===== config.mk =====
export PLATFORM = sky130hd
export DESIGN_NAME = muldiv_unit
export DESIGN_NICKNAME = d
export VERILOG_FILES = /design/src/rtl/muldiv_unit.sv
export SDC_FILE = /design/constraint.sdc
export NUM_CORES = 1
export LEC_CHECK = 0
export BUFFER_PORTS_ARGS = -buffer_cell sky130_fd_sc_hd__buf_2
export CORE_MARGIN = 2
export CORE_UTILIZATION = 25
export CTS_CLUSTER_DIAMETER = 50
export DETAILED_ROUTE_END_ITERATION = 10
export PLACE_DENSITY = 0.41
export SETUP_SLACK_MARGIN = 0.5
export SYNTH_ARGS = -nofsm -noshare
export SYNTH_HDL_FRONTEND = slang
export SYNTH_SLANG_ARGS = --single-unit

===== constraint.sdc =====
create_clock -name clk -period 3.8 [get_ports clk]
set_input_delay 0.19 -clock clk [delete_from_list [all_inputs] [get_ports clk]]
set_output_delay 0.19 -clock clk [all_outputs]
set_load 0.1 [all_outputs]

===== src/rtl/muldiv_unit.sv =====
// Iterative RV32M multiply/divide unit: shift-add multiply, restoring divide,
// one bit per cycle. The states are IDLE (waiting for start), CALC (one bit per edge) and FIX (sign fix-up, write result, pulse done).
module muldiv_unit #(
  parameter int WL = 32
) (
  input  logic          clk,
  input  logic          rst,
  input  logic          start,
  input  logic          flush,
  input  logic [2:0]    funct3,
  input  logic [WL-1:0] operand1,
  input  logic [WL-1:0] operand2,
  output logic          busy,
  output logic          done,
  output logic [WL-1:0] result
);

  localparam int CW = $clog2(WL) + 1;

  localparam logic [1:0] S_IDLE = 2'd0;
  localparam logic [1:0] S_CALC = 2'd1;
  localparam logic [1:0] S_FIX  = 2'd2;

  logic [1:0]      state_q, state_d;
  logic [CW-1:0]   cnt_q, cnt_d;
  logic [2:0]      op_q, op_d;
  logic            neg_q, neg_d;
  logic            neg_rem_q, neg_rem_d;
  logic [WL-1:0]   dvs_q, dvs_d;
  logic [2*WL-1:0] acc_q, acc_d;
  logic            busy_q, busy_d;
  logic            done_q, done_d;
  logic [WL-1:0]   result_q, result_d;

  logic            signed1, signed2, s1, s2;
  logic [WL-1:0]   mag1, mag2;
  logic            div_zero, div_ovf;
  logic [WL:0]     mul_sum, rem_sh, trial;
  logic [2*WL-1:0] prod;
  logic [WL-1:0]   quot, rem, fix_res;

  // Multiplies treat funct3 11 as unsigned-unsigned; divides use bit 0 as the unsigned flag.
  assign signed1  = funct3[2] ? ~funct3[0] : (funct3[1:0] != 2'b11);
  assign signed2  = funct3[2] ? ~funct3[0] : ~funct3[1];
  assign s1       = signed1 & operand1[WL-1];
  assign s2       = signed2 & operand2[WL-1];
  assign mag1     = s1 ? -operand1 : operand1;
  assign mag2     = s2 ? -operand2 : operand2;
  assign div_zero = funct3[2] && (operand2 == '0);
  assign div_ovf  = funct3[2] && !funct3[0] && (operand1 == {1'b1, {(WL-1){1'b0}}})
                    && (operand2 == '1);

  assign mul_sum = {1'b0, acc_q[2*WL-1:WL]} + (acc_q[0] ? {1'b0, dvs_q} : '0);
  assign rem_sh  = acc_q[2*WL-1:WL-1];
  assign trial   = rem_sh - {1'b0, dvs_q};

  assign prod = neg_q ? -acc_q : acc_q;
  assign quot = neg_q ? -acc_q[WL-1:0] : acc_q[WL-1:0];
  assign rem  = neg_rem_q ? -acc_q[2*WL-1:WL] : acc_q[2*WL-1:WL];

  always_comb begin
    fix_res = '0;
    case (op_q)
      3'b000:                 fix_res = prod[WL-1:0];
      3'b001, 3'b010, 3'b011: fix_res = prod[2*WL-1:WL];
      3'b100, 3'b101:         fix_res = quot;
      default:                fix_res = rem;
    endcase
  end

  always_comb begin
    state_d   = state_q;
    cnt_d     = cnt_q;
    op_d      = op_q;
    neg_d     = neg_q;
    neg_rem_d = neg_rem_q;
    dvs_d     = dvs_q;
    acc_d     = acc_q;
    busy_d    = busy_q;
    done_d    = 1'b0;
    result_d  = result_q;
    case (state_q)
      S_IDLE: begin
        if (start && !flush) begin
          op_d   = funct3;
          busy_d = 1'b1;
          if (div_zero) begin
            // Special results are preloaded into the accumulator so FIX needs no extra path.
            acc_d     = {operand1, {WL{1'b1}}};
            neg_d     = 1'b0;
            neg_rem_d = 1'b0;
            cnt_d     = '0;
            state_d   = S_FIX;
          end else if (div_ovf) begin
            acc_d     = {{WL{1'b0}}, operand1};
            neg_d     = 1'b0;
            neg_rem_d = 1'b0;
            cnt_d     = '0;
            state_d   = S_FIX;
          end else begin
            acc_d     = {{WL{1'b0}}, funct3[2] ? mag1 : mag2};
            dvs_d     = funct3[2] ? mag2 : mag1;
            neg_d     = s1 ^ s2;
            neg_rem_d = s1;
            cnt_d     = CW'(WL);
            state_d   = S_CALC;
          end
        end
      end
      S_CALC: begin
        if (flush) begin
          busy_d  = 1'b0;
          cnt_d   = '0;
          state_d = S_IDLE;
        end else begin
          if (!op_q[2]) begin
            acc_d = {mul_sum, acc_q[WL-1:1]};
          end else if (!trial[WL]) begin
            acc_d = {trial[WL-1:0], acc_q[WL-2:0], 1'b1};
          end else begin
            acc_d = {rem_sh[WL-1:0], acc_q[WL-2:0], 1'b0};
          end
          cnt_d = cnt_q - CW'(1);
          if (cnt_q == CW'(1)) state_d = S_FIX;
        end
      end
      S_FIX: begin
        busy_d  = 1'b0;
        state_d = S_IDLE;
        if (!flush) begin
          result_d = fix_res;
          done_d   = 1'b1;
        end
      end
      default: begin
        busy_d  = 1'b0;
        state_d = S_IDLE;
      end
    endcase
  end

  always_ff @(posedge clk or negedge rst) begin
    if (!rst) begin
      state_q   <= S_IDLE;
      cnt_q     <= '0;
      op_q      <= '0;
      neg_q     <= 1'b0;
      neg_rem_q <= 1'b0;
      dvs_q     <= '0;
      acc_q     <= '0;
      busy_q    <= 1'b0;
      done_q    <= 1'b0;
      result_q  <= '0;
    end else begin
      state_q   <= state_d;
      cnt_q     <= cnt_d;
      op_q      <= op_d;
      neg_q     <= neg_d;
      neg_rem_q <= neg_rem_d;
      dvs_q     <= dvs_d;
      acc_q     <= acc_d;
      busy_q    <= busy_d;
      done_q    <= done_d;
      result_q  <= result_d;
    end
  end

  assign busy   = busy_q;
  assign done   = done_q;
  assign result = result_q;

endmodule


==> impl_results.md, run 1 <==
- VDD IR max: about 0.00037 V
- Total grt overflow: 0
- Clock Sinks: about 140
- Root Buffer: clkbuf_16
- Hold WC Path Type: in2reg
- Share of cells above drive strength 1: between 10% and 20%
- Max Buffers Root-to-Sink: 2
- Setup TNS: 0 ns
- Final Slew Violations: 0
- Worst path cell trace: clkinvlp_4 -> buf_12 -> nor2_1 -> ha_2 -> a21oi_2 -> o211ai_1 -> a31o_2 -> a211oi_2 -> buf_4 -> nor4_1 -> buf_4 -> o41ai_2 -> xnor2_1 -> nor2_1 -> a211oi_2
- P_leak: between 0.007 and 0.008 µW
- Io pins: around 110
- Syn Nets: ~2.2k
- Status: complete, no violations
- Initial Util: between 20% and 30%
- CP peak stage delay: about 0.44 ns
- Largest area contributor in the netlist: dfrtp_1
- Synth top area cells: dfrtp_1 24%, a21oi_1 7.1%, o21ai_0 6.4%, ha_1 5.9%, nor2_1 5.5%
- Synthesized area per cell: 7.31 µm²
- Clock-pin slew on the worst setup and hold paths: roughly 0.060 ns
- Via density: between 5 and 6
- Most frequent cell after synthesis: nor2_1
- Fmax: 303 MHz
- Worst-Skew Late Latency: approximately 0.5 ns
- Vias in the first global route: 15.4k
- Largest net degree at the start of global routing: between 90 and 100
- CTS tree: done
- EDFF count, synth: 0
- DRT Pass-1 Iters: 6
- # setup viols final: 0
- Seq cells post-synth: ~140
- Final critical-path share of the clock period: 86.7%
- Critical Path Source Type: register
- Via count: about 16k
- Critical path arrival: about 3.7 ns
- Cell count after synthesis: ~2.1k
- Worst-margin pin slew: approximately 1.2 ns
- DR iter-0 viols: 1435
- Max-cap viol count: 0
- Pwr dens: roughly 930 nW/µm²
- Rows: 90
- Register area share after synthesis: about a quarter
- Synth warnings: 0
- RSZ-0062 raised after global routing: true
- First-pass GRT wire length: 101000 µm
- DR WL/cell: 23.3 µm
- Slew headroom: 22.3%
- Initial antenna violation count: 0
- CP endpoint kind: register
- H-tree depth: 4
- CTS buffer count: 17
- Mapped Area: 15200 µm²
- Routed wire length: 68700 µm
- Overall power: 16600 µW
- HPWL Detailed: 53400 µm
- Crit path required time: 4.20 ns
- Leading cell types by count after synthesis: 224 x nor2_1, 222 x nand2_1, 214 x a21oi_1
- CP max stage cell: dfrtp_2
- Ys flop type: dfrtp_1
- Nets: 2293
- GP Congestion: about 0.93
- DRC violations left: 0
- Die ar.: 62600 µm²
- Yosys cell types: between 80 and 90
- Final Hold Vio Count: 0
- Detail Route Antenna Nets: 0
- Ys async rst share: 100%
- Max FO, Critical Path: 5
- Worst Clk Skew: ~0.017 ns
- Area growth syn-to-layout: 17.6%
- Horiz. Die Dim: between 200 and 300 µm
- GRT Resource Usage Total: a little over a fifth
- Port Buffer Count: ~100
- Die Height: between 200 and 300 µm
- Core area: between 60000 and 70000 µm²
- Setup Crit Path Kind: reg2reg
- Post-synth top area share: a little under a quarter
- Min cycle time layout: around 3.3 ns
-- through the flow --
| stage | hold WS, ns | worst slack, ns | instances | instance area [µm²] | util (%) |
|---|---|---|---|---|---|
| final | 0.114 | 0.505 | 2945 | 17800 | 29.6 |
| after floorplan | -0.106 | 0.597 | 2074 | 15200 | - |
| after global placement | 0.309 | 0.275 | 2887 | 16700 | 27.7 |
| after CTS | 0.0817 | 0.449 | 2932 | 17500 | 29.1 |
| after detailed placement | 0.315 | 0.109 | 2887 | 16700 | 27.7 |
| after global routing | 0.117 | 0.381 | 2944 | 17800 | 29.6 |
-- routing by layer --
metal,GRT usage (%),share of wire (%)
met5,0,0
met4,8.21,3.8
met3,2.94,4.7
met2,33.6,45
met1,30.0,47
-- final cells by class --
cell class | count | area [µm²]
flip-flops and latches | 143 | 3590
repair inverters | 1 | 7.51
clock inverters | 11 | 155
fillers | 6657 | 42300
clock buffers | 21 | 470
diodes | 1 | 2.50
well taps | 782 | 978
repair buffers | 205 | 1360
multi-input cells | 1713 | 11000
inverters | 68 | 259
-- state kept, by name (all words and copies together), names as in the netlist --
register	cells
acc_q	64
dvs_q	32
result	32
cnt_q	6
op_q	3
state_q	2
busy	1
done	1
neg_q	1
neg_rem_q	1
-- layout by cell type, fill, tap and decap left out, types with 19 or more instances in the layout --
cell type,count
a211oi_1,35
a21o_1,28
a21oi_1,204
buf_2,102
buf_4,91
dfrtp_1,135
ha_1,60
inv_1,65
mux2i_1,47
nand2_1,221
nand2b_1,21
nand3_1,45
nand4_1,25
nor2_1,217
nor3_1,52
o211ai_1,19
o21ai_0,185
o31ai_1,27
or3_1,21
xnor2_1,94
xor2_1,85
-- worst max-delay path, delay by kind of cell, from the launching register on --
kind                     cells  cell delay [ns]
XOR/XNOR                     1             0.16
AND/OR/NAND/NOR              3             0.24
flip-flops                   1             0.44
buffers and inverters        4             0.64
adder cells (fa/ha/maj)      1             0.31
AO/OA/AOI/OAI                6             1.40
-- kinds of logic (layout without fill, tap and decap cells) --
kind of cell / Yosys count / after routing / synth area share, %
adders and majority gates: 73 / 73 / 6.13
other: 0 / 1 / 0
DFF: 143 / 143 / 23.6
AOI/OAI and AO/OA: 680 / 680 / 27.6
buffers and inverters: 218 / 306 / 5.75
xor gates and xnor gates: 180 / 180 / 10.4
muxes: 53 / 53 / 3.55
and+or+nand+nor: 727 / 727 / 22.9
-- final timing paths --
path / startpoint / endpoint / slack (ns) / cells past startpoint
setup / recovery: acc_q[0]$_DFFE_PN0P_ / acc_q[62]$_DFFE_PN0P_ / 0.51 / 15
hold / removal: operand1[3] / acc_q[35]$_DFFE_PN0P_ / 0.11 / 3
setup reg to reg: acc_q[0]$_DFFE_PN0P_ / acc_q[62]$_DFFE_PN0P_ / 0.51 / 15
hold reg to reg: result[23]$_DFFE_PN0P_ / result[23]$_DFFE_PN0P_ / 0.47 / 2
max in group asynchronous: rst / result[5]$_DFFE_PN0P_ / 2.52 / 3
min in group asynchronous: rst / result[14]$_DFFE_PN0P_ / 0.29 / 2
-- repair_timing --
action	4_1_cts	5_1_grt
endpoints found under the hold margin	86	0
buffers inserted	7	11
pin swaps	5	19
gates resized for setup	22	59
endpoints found under the setup margin	31	35
hold buffers	5	0
cloned	1	1
-- power breakdown --
part	internal [µW]	total (µW)	leakage, µW	switching (µW)
Sequential	2130	3140	0.00178	1010
Clock	1090	1860	0.000304	775
Combinational	4190	11600	0.00519	7420
Total	7410	16600	0.00727	9200
(Power assumes the default switching activity.)
==> inputs of run 2 (changes only) <==
--- a/config.mk
+++ b/config.mk
@@ -5,12 +5,12 @@
 export SDC_FILE = /design/constraint.sdc
 export NUM_CORES = 1
 export LEC_CHECK = 0
-export BUFFER_PORTS_ARGS = -buffer_cell sky130_fd_sc_hd__buf_2
-export CORE_MARGIN = 2
+export BUFFER_PORTS_ARGS = -buffer_cell sky130_fd_sc_hd__buf_4
+export CORE_MARGIN = 4
 export CORE_UTILIZATION = 25
 export CTS_CLUSTER_DIAMETER = 50
 export DETAILED_ROUTE_END_ITERATION = 10
-export PLACE_DENSITY = 0.41
+export PLACE_DENSITY = 0.46
 export SETUP_SLACK_MARGIN = 0.5
 export SYNTH_ARGS = -nofsm -noshare
 export SYNTH_HDL_FRONTEND = slang
==> run 2 against run 1 <==
Die area rose by 3.2%; clock skew barely moved; sequential share of layout area fell by 0.34 points; hold slack got worse by 0.028 ns; via count rose by 0.89%; worst setup slack improved by 0.047 ns; final area rose by 1.7%; routed wire length fell by 4.4%; power rose by 0.34%; clock power fell by 5%; critical path depth fell by 6; maximum frequency rose by 1.4%.
==> impl_results.md, run 2 (same netlist as run 1, synthesis figures left out) <==
- Final Slew Violations: 0
- Critical path arrival: roughly 3.6 ns
- Final critical-path share of the clock period: a little under nine tenths
- Core area: 59500 µm²
- First-pass GRT wire length: roughly 98000 µm
- Filler cells: between 6k and 7k
- Share of cells above drive strength 1: approximately 16%
- Routed wire length: approximately 66000 µm
- Max-cap viol count: 0
- GR peak layer: met1
- Clock Power Share: a little over a tenth
- H-tree depth: 4
- Slew headroom: around a fifth
- Min cycle time layout: approximately 3.2 ns
- Clock Sinks: ~140
- Nets: between 2k and 2.5k
- Worst-margin pin slew: ~1.2 ns
- M2 GR Usage: roughly 30%
- Commonest cells after routing, fill and taps aside: 220 x nand2_1, 215 x nor2_1, 207 x a21oi_1
- Hold WS: 0.0862 ns
- CTS tree: done
- Overall power: 16700 µW
- Setup Crit Path Kind: reg2reg
- RSZ-0062 raised after global routing: true
- Worst Clk Skew: roughly 0.017 ns
- Comb pwr share: just over 70%
- Rows: a little under 90
- Root Buffer: clkbuf_16
- Detail Route Antenna Nets: 0
- Hold WC Path Type: in2reg
- Switching share of power: between 50% and 60%
- Pwr dens: between 900 and 1000 nW/µm²
- Largest Register: acc_q
- GR Util met3: 3.37%
- DRT Pass-1 Iters: 5
- Largest net degree at the start of global routing: just over 80
- Max FO, Critical Path: 6
- Initial Util: 25.5%
- Cell-internal power: between 7000 and 8000 µW
- Total grt overflow: 0
- Io pins: ~110
- GP Congestion: 0.987
- Layout Utilization: 30.5%
- Critical Path Source Type: register
- HPWL Detailed: 51500 µm
- Crit path required time: 4.15 ns
- Die ar.: ~65000 µm²
- P_leak: roughly 0.0074 µW
- Ant. Diodes: 0
- Setup TNS: 0 ns
- Fmax: slightly above 300 MHz
- DR WL/cell: about 22 µm
- Max Buffers Root-to-Sink: 2
- Leading cell type in the layout, fill and taps excluded: nand2_1
- Area growth syn-to-layout: 19.6%
- Via density: about 5.5
- Sw Pwr: 9150 µW
- DR iter-0 viols: 1384
- GRT Resource Usage Total: about 20%
- Vias in the first global route: ~15k
- Status: complete, no violations
- Final Hold Vio Count: 0
- Met1 usage in global routing: between 30 and 40%
- Horiz. Die Dim: approximately 250 µm
- Via count: roughly 16k
- Sequential Power Share: 18.3%
- Worst Setup Slack post-DPL: 0.243 ns
- Die Height: between 200 and 300 µm
- Worst-Skew Late Latency: 0.48 ns
- Port Buffer Count: between 100 and 150
- CTS buffer count: 17
- Final Worst Setup Slack: around 0.55 ns
- Clock-pin slew on the worst setup and hold paths: roughly 0.070 ns
- Initial antenna violation count: 0
- CP endpoint kind: register
- Max reg flops: 64
- DRC violations left: 0
- VDD IR max: slightly below 0.0005 V
- # setup viols final: 0
[run 2: path summary, 6_finish.rpt]
| kind | from | endpoint | slack (ns) | cells past startpoint |
|---|---|---|---|---|
| worst max register to register | acc_q[6]$_DFFE_PN0P_ | result[15]$_DFFE_PN0P_ | 0.55 | 9 |
| worst min-delay path | operand1[28] | acc_q[60]$_DFFE_PN0P_ | 0.09 | 3 |
| min in group asynchronous | rst | result[6]$_DFFE_PN0P_ | 0.32 | 2 |
| max in group asynchronous | rst | acc_q[49]$_DFFE_PN0P_ | 2.56 | 3 |
| worst min register to register | result[14]$_DFFE_PN0P_ | result[14]$_DFFE_PN0P_ | 0.47 | 2 |
| worst max-delay path | acc_q[6]$_DFFE_PN0P_ | result[15]$_DFFE_PN0P_ | 0.55 | 9 |
[run 2: repair_timing]
action | in CTS | in global routing
endpoints found under the hold margin | 81 | 0
setup endpoints to repair | 47 | 45
gates resized for setup | 13 | 60
hold buffers | 5 | 0
pin swaps | 3 | 16
setup buffers | 4 | 18
cloned | 1 | 0
[run 2: per-layer routing]
| metal | vias up | wire (µm) |
|---|---|---|
| li1 | 7681 | - |
| met1 | 7885 | 31900 |
| met2 | 724 | 27800 |
| met3 | 62 | 5150 |
| met4 | 0 | 927 |
| met5 | - | 0 |
[run 2: cell type report]
| class | instances | area (µm²) | area share (%) |
|---|---|---|---|
| clock buffer | 19 | 433 | 2.39 |
| clock inverter | 13 | 154 | 0.849 |
| inverter | 68 | 259 | 1.43 |
| multi-input combinational | 1713 | 11000 | 60.6 |
| sequential | 143 | 3590 | 19.8 |
| tap | 773 | 967 | 5.34 |
| timing repair buffer | 218 | 1730 | 9.57 |
[run 2: worst max-delay path, cell delays in order, from the launching register on]
cell and delay, ns:
dfrtp_1 0.38, or4_4 0.63, nor4_4 0.30, buf_4 0.19, nand4_2 0.24, nand3b_4 0.29
o21a_1 0.27, a221o_1 0.31, a221oi_1 0.42, nor2_1 0.07
[run 2: power groups by stage]
stage	logic [µW]	registers, µW	clock network, µW
finish	11800	3050	1770
global route	12800	3130	1870
CTS	11200	2990	1830
detailed placement	10900	3020	0
global placement	10900	3000	0
floorplan	6920	3500	0
[run 2: metrics by stage]
stage | cell area [µm²] | cells
2_1_floorplan | 15200 | 2074
3_3_place_gp | 17000 | 2887
3_5_place_dp | 17000 | 2887
4_1_cts | 17700 | 2929
5_1_grt | 18100 | 2947
6_report | 18100 | 2947
